[src/rtl/tft_spi_rx.sv]
// Display-side SPI mode-0 slave for the TFT link: oversamples the SPI pins on MasterCLK,
// assembles RS-tagged words and queues them in a small first-word-fall-through FIFO.
module tft_spi_rx #(
  parameter int unsigned WordBits  = 8,
  parameter int unsigned FifoDepth = 4
) (
  input  logic                MasterCLK,
  input  logic                reset,
  input  logic                SPI_CLK,
  input  logic                SPI_MOSI,
  input  logic                SPI_CS,
  input  logic                RS,
  input  logic                ReadEn,
  output logic [WordBits:0]   DataOut,
  output logic                Empty,
  output logic                Full,
  output logic                Overflow,
  output logic                FrameError
);

  localparam int unsigned CntW  = $clog2(WordBits);
  localparam int unsigned AddrW = $clog2(FifoDepth);
  localparam int unsigned PtrW  = AddrW + 1;
  localparam logic [CntW-1:0] LastBit = CntW'(WordBits - 1);

  typedef enum logic [0:0] {StIdle, StShift} rxState_e;

  // Pin synchronisers; reset values match the idle levels of the link.
  logic sclkS1, sclkS2, sclkS3;
  logic mosiS1, mosiS2;
  logic csS1, csS2;
  logic rsS1, rsS2;
  logic rise;

  always_ff @(posedge MasterCLK) begin
    if (reset) begin
      sclkS1 <= 1'b0;
      sclkS2 <= 1'b0;
      sclkS3 <= 1'b0;
      mosiS1 <= 1'b0;
      mosiS2 <= 1'b0;
      csS1   <= 1'b1;
      csS2   <= 1'b1;
      rsS1   <= 1'b0;
      rsS2   <= 1'b0;
    end else begin
      sclkS1 <= SPI_CLK;
      sclkS2 <= sclkS1;
      sclkS3 <= sclkS2;
      mosiS1 <= SPI_MOSI;
      mosiS2 <= mosiS1;
      csS1   <= SPI_CS;
      csS2   <= csS1;
      rsS1   <= RS;
      rsS2   <= rsS1;
    end
  end

  assign rise = sclkS2 & ~sclkS3;

  // Receiver FSM
  rxState_e              stateQ, stateD;
  logic [CntW-1:0]       bitCntQ, bitCntD;
  logic [WordBits-2:0]   shiftQ, shiftD;
  logic [WordBits-1:0]   shiftNext;
  logic                  wrValidQ, wrValidD;
  logic [WordBits:0]     wrWordQ, wrWordD;
  logic                  frameErrQ, frameErrD;

  always_ff @(posedge MasterCLK) begin
    if (reset) begin
      stateQ    <= StIdle;
      bitCntQ   <= '0;
      shiftQ    <= '0;
      wrValidQ  <= 1'b0;
      wrWordQ   <= '0;
      frameErrQ <= 1'b0;
    end else begin
      stateQ    <= stateD;
      bitCntQ   <= bitCntD;
      shiftQ    <= shiftD;
      wrValidQ  <= wrValidD;
      wrWordQ   <= wrWordD;
      frameErrQ <= frameErrD;
    end
  end

  always_comb begin
    stateD    = stateQ;
    bitCntD   = bitCntQ;
    shiftD    = shiftQ;
    wrValidD  = 1'b0;
    wrWordD   = wrWordQ;
    frameErrD = 1'b0;
    shiftNext = {shiftQ, mosiS2};
    unique case (stateQ)
      StIdle: begin
        if (!csS2) begin
          bitCntD = '0;
          stateD  = StShift;
        end
      end
      StShift: begin
        // A deselect takes priority over a clock edge seen in the same cycle.
        if (csS2) begin
          frameErrD = (bitCntQ != '0);
          stateD    = StIdle;
        end else if (rise) begin
          shiftD = shiftNext[WordBits-2:0];
          if (bitCntQ == LastBit) begin
            bitCntD  = '0;
            wrValidD = 1'b1;
            wrWordD  = {rsS2, shiftNext};
          end else begin
            bitCntD = bitCntQ + CntW'(1);
          end
        end
      end
      default: stateD = StIdle;
    endcase
  end

  assign FrameError = frameErrQ;

  // FIFO with one extra pointer bit to tell full from empty
  logic [WordBits:0] mem [FifoDepth];
  logic [PtrW-1:0]   wpQ, rpQ;
  logic              overflowQ;
  logic              push, pop;

  assign Empty    = (wpQ == rpQ);
  assign Full     = (wpQ[AddrW] != rpQ[AddrW]) && (wpQ[AddrW-1:0] == rpQ[AddrW-1:0]);
  assign DataOut  = mem[rpQ[AddrW-1:0]];
  assign Overflow = overflowQ;
  assign pop      = ReadEn & ~Empty;
  // A full FIFO still accepts a word when the head is popped on the same edge.
  assign push     = wrValidQ & (~Full | pop);

  always_ff @(posedge MasterCLK) begin
    if (reset) begin
      wpQ       <= '0;
      rpQ       <= '0;
      overflowQ <= 1'b0;
      for (int i = 0; i < FifoDepth; i++) begin
        mem[i] <= '0;
      end
    end else begin
      if (push) begin
        mem[wpQ[AddrW-1:0]] <= wrWordQ;
        wpQ                 <= wpQ + PtrW'(1);
      end
      if (pop) begin
        rpQ <= rpQ + PtrW'(1);
      end
      if (wrValidQ && Full && !pop) begin
        overflowQ <= 1'b1;
      end
    end
  end

endmodule

[config.mk]
export PLATFORM = sky130hd
export DESIGN_NAME = tft_spi_rx
export DESIGN_NICKNAME = d
export VERILOG_FILES = /design/src/rtl/tft_spi_rx.sv
export SDC_FILE = /design/constraint.sdc
export NUM_CORES = 1
export LEC_CHECK = 0
export ABC_CLOCK_PERIOD_IN_PS = 2700
export CELL_PAD_IN_SITES_DETAIL_PLACEMENT = 1
export CELL_PAD_IN_SITES_GLOBAL_PLACEMENT = 1
export CORE_ASPECT_RATIO = 1.25
export CORE_UTILIZATION = 47
export DETAILED_ROUTE_END_ITERATION = 10
export MAX_ROUTING_LAYER = met4
export PLACE_DENSITY_LB_ADDON = 0.1
export SKIP_LAST_GASP = 1
export SLEW_MARGIN = 20
export SYNTH_ARGS = -nofsm -noshare
export SYNTH_HDL_FRONTEND = slang
export SYNTH_SLANG_ARGS = --single-unit
[constraint.sdc]
create_clock -name MasterCLK -period 2.7 [get_ports MasterCLK]
set_input_delay 0.405 -clock MasterCLK [delete_from_list [all_inputs] [get_ports MasterCLK]]
set_output_delay 0.405 -clock MasterCLK [all_outputs]
set_load 0.02 [all_outputs]
==> results of run 1 <==
-- final cells by class --
class / instances / area (µm²)
Sequential cell: 76 / 1882
Tap cell: 85 / 106.4
Clock buffer: 9 / 123.9
Fill cell: 671 / 2673
Multi-Input combinational cell: 160 / 1137
Timing Repair Buffer: 26 / 242.7
Inverter: 4 / 15.01
Clock inverter: 7 / 66.31
-- through the flow --
step	util (%)	setup WS [ps]	power, mW
after floorplan	-	745.9	1.294
after global placement	54.17	367.9	1.325
after global routing	57.21	172.2	2.210
final	57.21	288.0	2.145
after CTS	57.21	246.4	2.166
after detailed placement	54.17	243.0	1.327
-- cells in the final DEF (no fill, tap or decap), types with 2 or more instances in the layout --
cell and instances:
dfxtp_1 40, and2_1 36, edfxtp_1 36, nand2_1 26, clkdlybuf4s50_1 19, a21oi_1 18
nor2_1 13, mux4_2 9, nor2b_1 9, nand3_1 9, clkbuf_8 9, buf_4 7
ha_1 5, inv_1 4, xor2_1 4, nor3_1 4, or2_1 3, xor2_2 2
and3b_1 2, mux2i_1 2, a22oi_1 2, or2_2 2, clkinvlp_4 2, clkinv_1 2
-- power by group --
| group | internal, mW | switching, mW |
|---|---|---|
| registers | 1.23 | 0.00843 |
| logic | 0.0298 | 0.0341 |
| clock network | 0.422 | 0.424 |
| total | 1.68 | 0.467 |
-- cell families (layout without fill, tap and decap cells) --
family                     after synthesis  after routing
buffers and inverters                   18             46
AOI/OAI and AO/OA                       28             28
and+or+nand+nor                        109            109
muxes                                   11             11
adders and majority gates                5              5
DFF                                     76             76
xor gates and xnor gates                 7              7
-- critical path, cell delays in order, from the launching register on --
cell and delay, ps:
dfxtp_1 540, xor2_2 200, nor3_1 270, clkdlybuf4s50_1 650
-- path summary, 6_finish.rpt --
check / from / end / depth (start not counted)
worst min-delay path: csS1$_SDFF_PP1_ / csS2$_SDFF_PP1_ / 1
worst min register to register: csS1$_SDFF_PP1_ / csS2$_SDFF_PP1_ / 1
worst max register to register: wpQ[1]$_SDFFE_PP0P_ / mem[0][1]$_SDFFCE_PN0P_ / 4
worst max-delay path: wpQ[1]$_SDFFE_PP0P_ / Full / 3
-- registers in the layout (all words and copies together), names as in the netlist, 3 cells and up, named ones only --
signal / count
mem: 36
wrWordQ: 9
shiftQ: 7
bitCntQ: 3
rpQ: 3
wpQ: 3
-- layer usage --
layer | vias up | routed length (µm) | GRT usage (%)
li1 | 926 | - | -
met1 | 920 | 2457 | 22.45
met2 | 21 | 2980 | 32.28
met3 | 9 | 103 | 3.591
met4 | 0 | 137 | 9.906
met5 | - | 0 | -
==> flow_summary.toml, run 1 <==
[outcome]
status = "finished, final reports clean"

[logic_synthesis]
yosys.area_share.adder_pct = 2.026
yosysMostFrequentCell = "dfxtp_1"
ys_seq_area_share_pct = 60.94
synth_nets = 266
synth_xor_area_share_pct = 2.472
yosys.area.top_type_share_pct = 35.01
synthSimpleGateAreaFrac_pct = 19.25
synthArstFlopShare_pct = 0
synth_top_area_cell = "edfxtp_1"
muxShareOfSynthArea_pct = 7.212
synth_area_per_cell_um2 = 12.16
syn_inst = 254
syn_area_um2 = 3088
synth_compound_area_share_pct = 5.673
yosys_warnings = 0
synthFlopType = "dfxtp_1"
synth_edf_count = 36
synth_top_family_by_area = "simple AND/OR/NAND/NOR gates"
synthTopCellsByCount = "dfxtp_1 (40), and2_1 (36), edfxtp_1 (36)"
ys_top_cells_by_area = "edfxtp_1 (35%), dfxtp_1 (26%), and2_1 (7.3%)"
synth_cell_types = 37
ys_ff_latch = 76

[clocking]
insertion_delay_ps = 350
cts.hold.buffers_added = 0
cts_tree = "yes"
cts_sinks = 76
numCtsBuffers = 9
root_buffer = "clkbuf_8"
postCtsSetupBuffers = 0
path_clk_slew_ps = 80
cts_buffer_depth = 2
htree_num_levels = 3
cts_resized = 0

[routing]
wl_per_cell_um = 15.47
via_per_inst = 5.112
first_iter_violations = 68
vias = 1876
postRouteAntennaNets = 0
drt_wl_total_um = 5679
drc = 0
first_pass_iters = 3

[global_route]
grt_pass1_vias = 1993
grt_usage_pct = 19.59
grt.overflow.total = 0
antenna_found_initial = 0
grt_max_degree = 44
grt_pass1_wl_um = 9632

[setup_path]
worst_setup_path_start_kind = "register"
end_kind = "output pin"
regToRegSetupSlack_ps = 370
critical_path_arrival_ps = 2010
cp_max_fo = 7
crit_type = "register to output pin"
cp.required_ps = 2300

[placement]
placedCellCount = 351
dp_hpwl_um = 4101
portBuffers = 19
routabilityCongestion = 0.7306
placed_area_um2 = 3383

[die]
fp.dieH_um = 92.63
core_region_area_um2 = 6246
io_pins = 20
die_w_um = 74.50
die_area_um2 = 6901
initial_core_util_pct = 49.44
num_rows = 32

[timing]
rsz0062_at_grt = "false"
finalHoldViolCount = 0
setup_viol = 0
report.final.slew_viol_count = 0
fin_setup_tns_ps = 0
tightest_slew_ps = 476.4
max_slew_margin_pct = 67.97
fin_skew_ps = 9.316
layout_min_cycle_time_ps = 2412
clock.fmax_mhz = 414.6
hold_ws_ps = 416.2
period_share_pct = 89.33

[power]
ir_drop_v = 0.0004566
power.leakage_nw = 1.298
powerDensity_nw_per_um2 = 600.2

[final_layout]
stdcell_count = 367
final_area_um2 = 3573
area_growth_pct = 15.72
n_antenna_cell = 0
drive_gt1_share_pct = 13.12
layout.nets = 289

[job]
maxCapViolCount = 0

[hold_path]
hold_class = "register to register"
Note: power is estimated with default switching activity, not from simulation.
==> run 2, diff against run 1 <==
- PLACE_DENSITY_LB_ADDON: 0.1 -> 0.2
- SETUP_SLACK_MARGIN: not set -> 0.3
==> flow_summary.toml, run 2 (synthesis gave the netlist of run 1 again) <==
[outcome]
status = "finished, final reports clean"

[die]
core_region_area_um2 = 6246
io_pins = 20
die_area_um2 = 6901
fp.dieH_um = 92.63
initial_core_util_pct = 49.44
die_w_um = 74.50
num_rows = 32

[setup_path]
critPathCapture = "Full"
cp_max_fo = 6
critical_path_arrival_ps = 1870
reg2reg_to = "mem[0][0]$_SDFFCE_PN0P_"
worst_setup_path_start_kind = "register"
regToRegSetupSlack_ps = 580
path_cells = "xor2_2, nor3_1, clkdlybuf4s50_1"
r2r_start = "rpQ[0]$_SDFFE_PP0N_"
crit_start = "rpQ[1]$_SDFFE_PP0N_"
critPathSlowestCell = "clkdlybuf4s50_1"
cp.required_ps = 2300
slowest_delay_ps = 660
end_kind = "output pin"
crit_type = "register to output pin"
r2r_cells = 4

[clocking]
cts.hold.buffers_added = 0
cts_resized = 5
numCtsBuffers = 9
insertion_delay_ps = 350
root_buffer = "clkbuf_8"
path_clk_slew_ps = 80
htree_num_levels = 3
cts_buffer_depth = 2
cts_sinks = 76
cts_tree = "yes"
postCtsSetupBuffers = 0

[power]
power.leakage_nw = 1.369
fin_total_pwr_mw = 2.140
ir_drop_v = 0.0003220
powerDensity_nw_per_um2 = 596.6

[routing]
via_per_inst = 5.041
drc = 0
wl_per_cell_um = 15.12
postRouteAntennaNets = 0
vias = 1850
first_pass_iters = 4
drt_wl_total_um = 5548
first_iter_violations = 58

[timing]
finalHoldViolCount = 0
period_share_pct = 84.36
fin_setup_tns_ps = 0
layout_min_cycle_time_ps = 2278
rsz0062_at_grt = "false"
max_slew_margin_pct = 39.73
tightest_slew_ps = 902.2
clock.fmax_mhz = 439.0
fin_skew_ps = 11.24
hold_ws_ps = 419.6
report.final.slew_viol_count = 0
setup_viol = 0

[hold_path]
hold_class = "register to register"

[global_route]
grt_usage_pct = 19.30
antenna_found_initial = 0
grt_pass1_wl_um = 9446
grt.overflow.total = 0
grt_pass1_vias = 1935
grt_max_degree = 44

[final_layout]
layout.cells.most_common = "dfxtp_1"
regMostFlops = "mem"
stdcell_count = 367
n_antenna_cell = 0
layout.nets = 289
largest_reg_flops = 36
layout_common_cells = "dfxtp_1 (39), and2_1 (36), edfxtp_1 (36), nand2_1 (26), a21oi_1 (18)"
drive_gt1_share_pct = 13.83
reg.largest.list = "mem: 36 flops, wrWordQ: 9 flops, shiftQ: 7 flops"
area_growth_pct = 16.13
final_area_um2 = 3586

[placement]
dp_hpwl_um = 4032
placedCellCount = 351
placed_area_um2 = 3383
portBuffers = 19
routabilityCongestion = 0.7398

[job]
maxCapViolCount = 0
## run 2: worst min path at each step
stage               startpoint  depth (start not counted)               to
5_1_grt        csS1$_SDFF_PP1_                          1  csS2$_SDFF_PP1_
6_report       csS1$_SDFF_PP1_                          1  csS2$_SDFF_PP1_
4_1_cts        csS1$_SDFF_PP1_                          1  csS2$_SDFF_PP1_
2_1_floorplan  csS1$_SDFF_PP1_                          1  csS2$_SDFF_PP1_
3_3_place_gp   csS1$_SDFF_PP1_                          1  csS2$_SDFF_PP1_
3_5_place_dp   csS1$_SDFF_PP1_                          1  csS2$_SDFF_PP1_
## run 2: cell type report
cell class	instances	area, µm²
Fill cell	663	2660
Sequential cell	76	1883
Multi-Input combinational cell	160	1137
Timing Repair Buffer	26	250.2
Clock buffer	10	127.6
Tap cell	85	106.4
Clock inverter	6	66.31
Inverter	4	15.01
## run 2: worst max-delay path, delay by kind of cell (launching register included)
family | cells | cell delay (ps)
AND/OR/NAND/NOR | 1 | 280
flip-flops | 1 | 360
XOR/XNOR | 1 | 230
buffers and inverters | 1 | 660
## run 2: metrics by stage
stage,worst slack (ps),utilization (%)
2_1_floorplan,745.9,-
3_3_place_gp,373.0,54.17
3_5_place_dp,298.5,54.17
4_1_cts,317.8,57.21
5_1_grt,338.8,57.41
6_report,422.2,57.41
## run 2: routing by layer
| metal | GRT usage (%) | vias to the layer above | share of wire [%] |
|---|---|---|---|
| li1 | - | 922 | - |
| met1 | 22.71 | 899 | 43 |
| met2 | 31.53 | 21 | 52 |
| met3 | 4.897 | 8 | 2.7 |
| met4 | 7.075 | 0 | 1.5 |
| met5 | - | - | 0 |
## run 2: report_power, final
| group | switching, mW | internal (mW) |
|---|---|---|
| combinational | 0.0337 | 0.0267 |
| clock | 0.417 | 0.427 |
| sequential | 0.00927 | 1.23 |
==> run 3, diff against run 2 <==
- ABC_CLOCK_PERIOD_IN_PS: 2700 -> 2150
- clock period: 2.7 -> 2.15 ns (I/O delays scaled with it)
==> flow_summary.toml, run 3 (synthesis gave the netlist of run 1 again) <==
[outcome]
status = "finished, final reports clean"

[routing]
postRouteAntennaNets = 0
drt_wl_total_um = 5656
first_iter_violations = 47
via_per_inst = 5.038
vias = 1869
drc = 0
wl_per_cell_um = 15.25
first_pass_iters = 2

[timing]
setup_ws_ps = 306.2
fin_setup_tns_ps = 0
max_slew_margin_pct = 72.75
finalHoldViolCount = 0
setup_viol = 0
fin_skew_ps = 6.529
clock.fmax_mhz = 542.3
layout_min_cycle_time_ps = 1844
hold_ws_ps = 416.0
report.final.slew_viol_count = 0
tightest_slew_ps = 405.3
rsz0062_at_grt = "true"
period_share_pct = 85.76

[clocking]
htree_num_levels = 3
path_clk_slew_ps = 80
numCtsBuffers = 9
root_buffer = "clkbuf_8"
cts_buffer_depth = 2
cts_sinks = 76
insertion_delay_ps = 340
cts.hold.buffers_added = 0
cts_tree = "yes"

[final_layout]
layout.nets = 293
layout_common_cells = "and2_1 (36), edfxtp_1 (36), dfxtp_1 (32), nand2_1 (26), a21oi_1 (18)"
n_antenna_cell = 0
area_growth_pct = 17.87
drive_gt1_share_pct = 22.03
stdcell_count = 371
reg.largest.list = "mem: 36 flops, wrWordQ: 9 flops, shiftQ: 7 flops"
regMostFlops = "mem"
largest_reg_flops = 36

[setup_path]
crit_type = "register to output pin"
end_kind = "output pin"
r2r_start = "rpQ[1]$_SDFFE_PP0N_"
cp.required_ps = 1830
path_cells = "buf_12, mux4_2, buf_2"
crit_buf_inv = 2
critical_path_arrival_ps = 1520
cp_top_family = "multiplexers"
worst_setup_path_start_kind = "register"
critPathSlowestCell = "mux4_2"
slowest_delay_ps = 500
cp_max_fo = 9

[power]
powerDensity_nw_per_um2 = 733.6
fin_total_pwr_mw = 2.670
power.leakage_nw = 1.349
ir_drop_v = 0.0004547

[die]
die_area_um2 = 6901
die_w_um = 74.50
core_region_area_um2 = 6246
num_rows = 32
initial_core_util_pct = 49.44
fp.dieH_um = 92.63
io_pins = 20

[placement]
dp_worst_setup_slack_ps = 14.04
dp_hpwl_um = 3994
portBuffers = 19
routabilityCongestion = 0.7051
placedCellCount = 354

[hold_path]
hp-start = "csS1$_SDFF_PP1_"
hold_class = "register to register"

[job]
maxCapViolCount = 0

[global_route]
grt.overflow.total = 0
grt_pass1_wl_um = 9356
grt_pass1_vias = 1986
antenna_found_initial = 0
grt_usage_pct = 19.20
grt_max_degree = 44
==> run 3: changes by cell type in the layout (fill, tap and decap cells not counted), moves of 3 or more <==
cell / delta
dfxtp_1: -7
buf_2: +7
or2_1: -3
dfxtp_4: +3
clkinv_1: +3
dfxtp_2: +4
dlymetal6s2s_1: -5
dlygate4sd2_1: -4
or2_4: +3
==> run 3: cell type report <==
class                   count  area [µm²]
clock buffers              10       137.6
multi-input cells         160        1172
fillers                   682        2606
flip-flops and latches     76        1899
inverters                   4       15.01
repair buffers             30       255.2
well taps                  85       106.4
clock inverters             6       53.80
==> run 3: layer usage <==
metal,wire (µm),share of wire (%),GRT usage (%),vias to the layer above
met5,0,0,-,-
met4,77,1.4,8.962,0
met3,154,2.7,3.591,5
met2,3167,56,33.78,20
met1,2256,40,20.22,909
li1,-,-,-,935
==> run 3: per-stage QoR <==
stage               instance area (µm²)  util, %
global route                       3640    58.27
CTS                                3601    57.65
floorplan                          3093        -
detailed placement                 3436    55.01
finish                             3640    58.27
global placement                   3436    55.01
==> run 3: report_power, final <==
group          leakage [nW]  switching, mW  internal (mW)
sequential            0.701         0.0110           1.54
combinational         0.554         0.0437         0.0379
clock                0.0948          0.487          0.554
==> run 3: repair_timing <==
action                     CTS  global route
gates resized for setup     42            17
cloned                       0             0
setup endpoints to repair   38            64
buffers inserted             1             0
pin swaps                    0             1
==> run 3: path summary, 6_finish.rpt <==
kind	end	slack (ps)	cells after the start
setup reg to reg	mem[1][0]$_SDFFCE_PN0P_	340	4
hold / removal	csS2$_SDFF_PP1_	420	1
hold reg to reg	csS2$_SDFF_PP1_	420	1
setup / recovery	DataOut[4]	310	3
